File: src/rtl/render_pkg.sv
// Shared frame-buffer geometry and render sequencer state encoding.
package render_pkg;

    localparam int FB_W      = 160;
    localparam int FB_H      = 120;
    localparam int FB_ADDR_W = 15;
    localparam int COLOR_W   = 12;

    typedef enum logic [2:0] {
        ST_IDLE   = 3'd0,
        ST_SELECT = 3'd1,
        ST_RUN    = 3'd2,
        ST_GAP    = 3'd3,
        ST_DONE   = 3'd4
    } render_state_t;

endpackage

File: src/rtl/m_render_wr_mux.sv
// Registered N:1 mux from the active render stage onto the frame-buffer write port.
module m_render_wr_mux
    import render_pkg::*;
#(
    parameter int N_STAGES = 3,
    parameter int IDX_W    = 2
) (
    input  logic                          clock,
    input  logic                          resetn,
    input  logic                          run,
    input  logic [IDX_W-1:0]              idx,
    input  logic [N_STAGES-1:0]           stage_wren,
    input  logic [N_STAGES*FB_ADDR_W-1:0] stage_addr,
    input  logic [N_STAGES*COLOR_W-1:0]   stage_data,
    output logic                          fb_wren,
    output logic [FB_ADDR_W-1:0]          fb_addr,
    output logic [COLOR_W-1:0]            fb_data
);

    logic                 fb_wren_q, fb_wren_d;
    logic [FB_ADDR_W-1:0] fb_addr_q, fb_addr_d;
    logic [COLOR_W-1:0]   fb_data_q, fb_data_d;

    // Address and data only move on an accepted write so the port holds its last value.
    always_comb begin
        fb_wren_d = 1'b0;
        fb_addr_d = fb_addr_q;
        fb_data_d = fb_data_q;
        for (int i = 0; i < N_STAGES; i++) begin
            if (run && (idx == IDX_W'(i)) && stage_wren[i]) begin
                fb_wren_d = 1'b1;
                fb_addr_d = stage_addr[FB_ADDR_W*i +: FB_ADDR_W];
                fb_data_d = stage_data[COLOR_W*i +: COLOR_W];
            end
        end
    end

    always_ff @(posedge clock or negedge resetn) begin
        if (!resetn) begin
            fb_wren_q <= 1'b0;
            fb_addr_q <= '0;
            fb_data_q <= '0;
        end else begin
            fb_wren_q <= fb_wren_d;
            fb_addr_q <= fb_addr_d;
            fb_data_q <= fb_data_d;
        end
    end

    assign fb_wren = fb_wren_q;
    assign fb_addr = fb_addr_q;
    assign fb_data = fb_data_q;

endmodule

File: src/rtl/m_render_sequencer.sv
// Per-frame render stage scheduler with frame-buffer write muxing.
// Optional stage watchdog enabled by defining RENDER_WATCHDOG_EN.
module m_render_sequencer
    import render_pkg::*;
#(
    parameter int N_STAGES        = 3,
    parameter int WATCHDOG_CYCLES = 32768
) (
    input  logic                          clock,
    input  logic                          resetn,
    input  logic                          frame_tick,
    input  logic [N_STAGES-1:0]           stage_skip,
    output logic [N_STAGES-1:0]           stage_enable,
    input  logic [N_STAGES-1:0]           stage_finished,
    input  logic [N_STAGES-1:0]           stage_wren,
    input  logic [N_STAGES*FB_ADDR_W-1:0] stage_addr,
    input  logic [N_STAGES*COLOR_W-1:0]   stage_data,
    output logic                          fb_wren,
    output logic [FB_ADDR_W-1:0]          fb_addr,
    output logic [COLOR_W-1:0]            fb_data,
    output logic                          busy,
    output logic                          frame_done,
    output logic                          overrun,
    output logic                          timeout_err
);

    localparam int IDX_W = $clog2(N_STAGES + 1);

    render_state_t        state_q, state_d;
    logic [IDX_W-1:0]     idx_q, idx_d;
    logic [N_STAGES-1:0]  skip_q, skip_d;
    logic [N_STAGES-1:0]  stage_enable_q, stage_enable_d;
    logic                 busy_q, busy_d;
    logic                 frame_done_q, frame_done_d;
    logic                 overrun_q, overrun_d;
    logic                 timeout_q, timeout_d;
    logic                 cur_skip, cur_finished, wd_expired;

    always_comb begin
        cur_skip     = 1'b0;
        cur_finished = 1'b0;
        for (int i = 0; i < N_STAGES; i++) begin
            if (idx_q == IDX_W'(i)) begin
                cur_skip     = skip_q[i];
                cur_finished = stage_finished[i];
            end
        end
    end

`ifdef RENDER_WATCHDOG_EN
    localparam logic [15:0] WD_LAST = 16'(WATCHDOG_CYCLES - 1);

    logic [15:0] wd_cnt_q, wd_cnt_d;

    always_comb begin
        wd_cnt_d = wd_cnt_q;
        if (state_q == ST_SELECT) begin
            wd_cnt_d = '0;
        end else if (state_q == ST_RUN) begin
            wd_cnt_d = wd_cnt_q + 16'd1;
        end
    end

    always_ff @(posedge clock or negedge resetn) begin
        if (!resetn) begin
            wd_cnt_q <= '0;
        end else begin
            wd_cnt_q <= wd_cnt_d;
        end
    end

    assign wd_expired = (state_q == ST_RUN) && (wd_cnt_q == WD_LAST);
`else
    assign wd_expired = 1'b0;
`endif

    always_comb begin
        state_d      = state_q;
        idx_d        = idx_q;
        skip_d       = skip_q;
        busy_d       = busy_q;
        frame_done_d = 1'b0;
        timeout_d    = timeout_q;
        overrun_d    = overrun_q | (frame_tick && (state_q != ST_IDLE));

        case (state_q)
            ST_IDLE: begin
                if (frame_tick) begin
                    skip_d  = stage_skip;
                    idx_d   = '0;
                    busy_d  = 1'b1;
                    state_d = ST_SELECT;
                end
            end
            ST_SELECT: begin
                if (idx_q == IDX_W'(N_STAGES)) begin
                    state_d      = ST_DONE;
                    frame_done_d = 1'b1;
                    busy_d       = 1'b0;
                end else if (cur_skip) begin
                    idx_d = idx_q + 1'b1;
                end else begin
                    state_d = ST_RUN;
                end
            end
            ST_RUN: begin
                if (cur_finished || wd_expired) begin
                    state_d = ST_GAP;
                    if (!cur_finished) begin
                        timeout_d = 1'b1;
                    end
                end
            end
            ST_GAP: begin
                idx_d   = idx_q + 1'b1;
                state_d = ST_SELECT;
            end
            ST_DONE: begin
                state_d = ST_IDLE;
            end
            default: begin
                state_d = ST_IDLE;
            end
        endcase

        for (int i = 0; i < N_STAGES; i++) begin
            stage_enable_d[i] = (state_d == ST_RUN) && (idx_d == IDX_W'(i));
        end
    end

    always_ff @(posedge clock or negedge resetn) begin
        if (!resetn) begin
            state_q        <= ST_IDLE;
            idx_q          <= '0;
            skip_q         <= '0;
            stage_enable_q <= '0;
            busy_q         <= 1'b0;
            frame_done_q   <= 1'b0;
            overrun_q      <= 1'b0;
            timeout_q      <= 1'b0;
        end else begin
            state_q        <= state_d;
            idx_q          <= idx_d;
            skip_q         <= skip_d;
            stage_enable_q <= stage_enable_d;
            busy_q         <= busy_d;
            frame_done_q   <= frame_done_d;
            overrun_q      <= overrun_d;
            timeout_q      <= timeout_d;
        end
    end

    // Writes are qualified by the current state, so a write in the finishing cycle still lands.
    m_render_wr_mux #(
        .N_STAGES (N_STAGES),
        .IDX_W    (IDX_W)
    ) u_wr_mux (
        .clock      (clock),
        .resetn     (resetn),
        .run        (state_q == ST_RUN),
        .idx        (idx_q),
        .stage_wren (stage_wren),
        .stage_addr (stage_addr),
        .stage_data (stage_data),
        .fb_wren    (fb_wren),
        .fb_addr    (fb_addr),
        .fb_data    (fb_data)
    );

    assign stage_enable = stage_enable_q;
    assign busy         = busy_q;
    assign frame_done   = frame_done_q;
    assign overrun      = overrun_q;
    assign timeout_err  = timeout_q;

endmodule

File: config.mk
export PLATFORM = sky130hd
export DESIGN_NAME = m_render_sequencer
export DESIGN_NICKNAME = d
export VERILOG_FILES = /design/src/rtl/render_pkg.sv /design/src/rtl/m_render_wr_mux.sv /design/src/rtl/m_render_sequencer.sv
export SDC_FILE = /design/constraint.sdc
export NUM_CORES = 1
export LEC_CHECK = 0
export CORE_MARGIN = 1
export CORE_UTILIZATION = 30
export CTS_BUF_LIST = sky130_fd_sc_hd__clkbuf_4 sky130_fd_sc_hd__clkbuf_8
export DETAILED_ROUTE_END_ITERATION = 6
export DONT_BUFFER_PORTS = 1
export PLACE_DENSITY = 0.51
export SLEW_MARGIN = 10
export SYNTH_ARGS = -nofsm -noshare
export SYNTH_HDL_FRONTEND = slang
export SYNTH_SLANG_ARGS = --single-unit
File: constraint.sdc
create_clock -name clock -period 3.47 [get_ports clock]
set_clock_uncertainty 0.05 [all_clocks]
set_input_delay 0.5205 -clock clock [delete_from_list [all_inputs] [get_ports clock]]
set_output_delay 0.5205 -clock clock [all_outputs]
set_load 0.01 [all_outputs]
==> metrics <==
All-Layer GR Usage=0.172; initial core utilization=0.312; FILL cells=811; total length of routed wires=6960 um; synth top area cells=dfrtp_1, a211oi_2, o2bb2ai_1, and3_1, o21ai_0; Worst setup SP type=register; GPL Wtd Cong=0.777; grt peak-use layer=met2; met2 Use GR=0.304; I/O pin count=128; # port buffers=0; CP Cell Sequence=inv_1 -> ha_1 -> and2_1 -> nand2_4 -> a211oi_2 -> o2bb2ai_1; Die Height=91.6 um; final-report hold violation count=0; 1st-pass router iterations=4; multi-input logic area=1230 um2; P per Cell Area=764 nW/um2; Num CTS Buffers=5; most common cell after layout, fill and taps aside=dfrtp_1; Post-Route Setup TNS=0 ns; Cell Area, Synth=2410 um2; Setup Buffers After CTS=0; Avg Inst Size Synth=10.5 um2; syn_nets=326; Tcrit/Tclk final=0.718; Slowest cell on crit path=and2_1; Reg area=1050 um2; CTS root buf=clkbuf_8; fin nets=320; DR WL/cell=21.3 um; Via density=5.58; Pwr Total=1.97 mW; clk_lat worst skew=0.29 ns; share of the synthesized area in the top cell type=0.436; clock tree buffer depth=2; Starting DRT DRC Count=37; WS Path Type=reg2reg; Post-Syn Instances=229; first-pass GRT wire length=11100 um; commonest non-fill, non-tap cells in the layout=dfrtp_1, and3_1, o2bb2ai_1; Worst Max-Slew Pin Slew=0.922 ns; pin count of the biggest net entering global routing=43; post-route minimum period=2.49 ns; Seq/Total Area, Yosys=0.436; initial antenna violation count=1; die width=91.6 um; yosys warns=0; max_cap viols=0; Max Transition Viols Final=0; Worst-path clk slew=0.10 ns; Slowest Stage Delay on Critical Path=0.58 ns; final setup violation count=0; DIE AREA=8390 um2; Synth Flop Type=dfrtp_1; Rows=32; Hold Crit Class=in2async; CP max FO=27; final instance area=2580 um2; dpl hpwl=4690 um; GR Overflow Total=0; Yosys reg bits=42; FFs w/ async S/R, synth=1.00; Pleak=1.13 nW; post-placement cell area=2460 um2; Req. time, crit path=3.60 ns; area leader, netlist=dfrtp_1; area delta synth->final=7.22%; met3 usage=0.0637; global routing met1 resource utilization=0.195; CP arrival=2.62 ns; Synth cell types=37; CP Capture Type=register; RSZ-0062 raised after global routing=no; Worst IR Drop VDD=0.365 mV; via count=1826; CTS tree=built; cts hold-fix bufs=1; fraction of layout cells with a size suffix above 1=0.183; core area=7730 um2; CTS H-tree depth=2; vias in the first global route=1969; fmax=401 MHz; status=finished clean; EDFF count, synth=0; Final ANT Viol Nets=0; Resize count post-CTS=0; drc violations=0; clock sinks=42; Slew HR=0.385
==> registers in the layout (all words and copies together) (netlist names) <==
name and cells:
busy 1, frame_done 1, idx_q 2, overrun 1
skip_q 3, stage_enable 3, state_q 3, u_wr_mux.fb_addr 15
u_wr_mux.fb_data 12, u_wr_mux.fb_wren 1
==> final timing paths <==
check,slack (ns),from,cells past startpoint,endpoint
max,0.98,idx_q[1],6,u_wr_mux.fb_addr[5]
min,0.002,resetn,1,u_wr_mux.fb_data[10]
max reg2reg,0.98,idx_q[1],6,u_wr_mux.fb_addr[5]
min reg2reg,0.44,skip_q[0],2,skip_q[0]
max in group asynchronous,3.16,resetn,1,u_wr_mux.fb_addr[4]
min in group clock,0.28,stage_skip[0],2,skip_q[0]
==> layout make-up <==
cell class,instances,area share
antenna,1,0.000969
clock buffer,6,0.0320
clock inverter,2,0.00484
inverter,7,0.0102
multi-input combinational,163,0.476
sequential,42,0.407
tap,102,0.0494
timing repair buffer,4,0.0194
==> where the power goes <==
group          switching [mW]  leakage, nW  internal [mW]
clock                   0.186       0.0472          0.160
combinational           0.389        0.555          0.310
sequential              0.240        0.529          0.689
total                   0.814         1.13           1.16
==> cell usage after synthesis, drive strengths merged, types with 2 or more instances <==
cell type	instances
dfrtp	42
o21ai	32
a211oi	28
and3	27
o2bb2ai	27
nand2	17
buf	9
clkbuf	8
inv	7
ha	4
nor2b	4
nor3	3
nor4	3
and2	2
nor2	2
nor3b	2
==> metal layers <==
metal / routed length, um / share of wire
met5: 0 / 0
met2: 3440 / 0.49
met3: 635 / 0.091
met4: 77 / 0.011
met1: 2800 / 0.40
==> per-stage QoR <==
step / hold slack (ns) / worst slack [ns] / cells / util
final: 0.00227 / 0.979 / 327 / 0.334
after floorplan: 0.175 / 1.55 / 229 / -
after detailed placement: 0.176 / 1.00 / 317 / 0.318
after global routing: 0.00629 / 0.744 / 327 / 0.334
after global placement: 0.177 / 1.04 / 317 / 0.318
after CTS: 0.00525 / 0.973 / 326 / 0.334
==> critical path, delay by kind of cell, from the launching register on <==
| kind | cells | cell delay, ns |
|---|---|---|
| and+or+nand+nor | 2 | 0.99 |
| buffers and inverters | 1 | 0.13 |
| AOI/OAI and AO/OA | 2 | 0.53 |
| adders and majority gates | 1 | 0.22 |
| DFF | 1 | 0.43 |
==> cells by family (layout without fill, tap and decap cells) <==
group | Yosys count | after routing | share of synthesized area
fa+ha+maj | 4 | 4 | 0.0208
buf+inv | 24 | 19 | 0.0530
compound gates | 92 | 92 | 0.312
mux | 2 | 2 | 0.00883
simple gates | 64 | 64 | 0.168
flops | 42 | 42 | 0.436
other cells | 1 | 2 | 0.00156
Power figures use the tool's default switching activity.
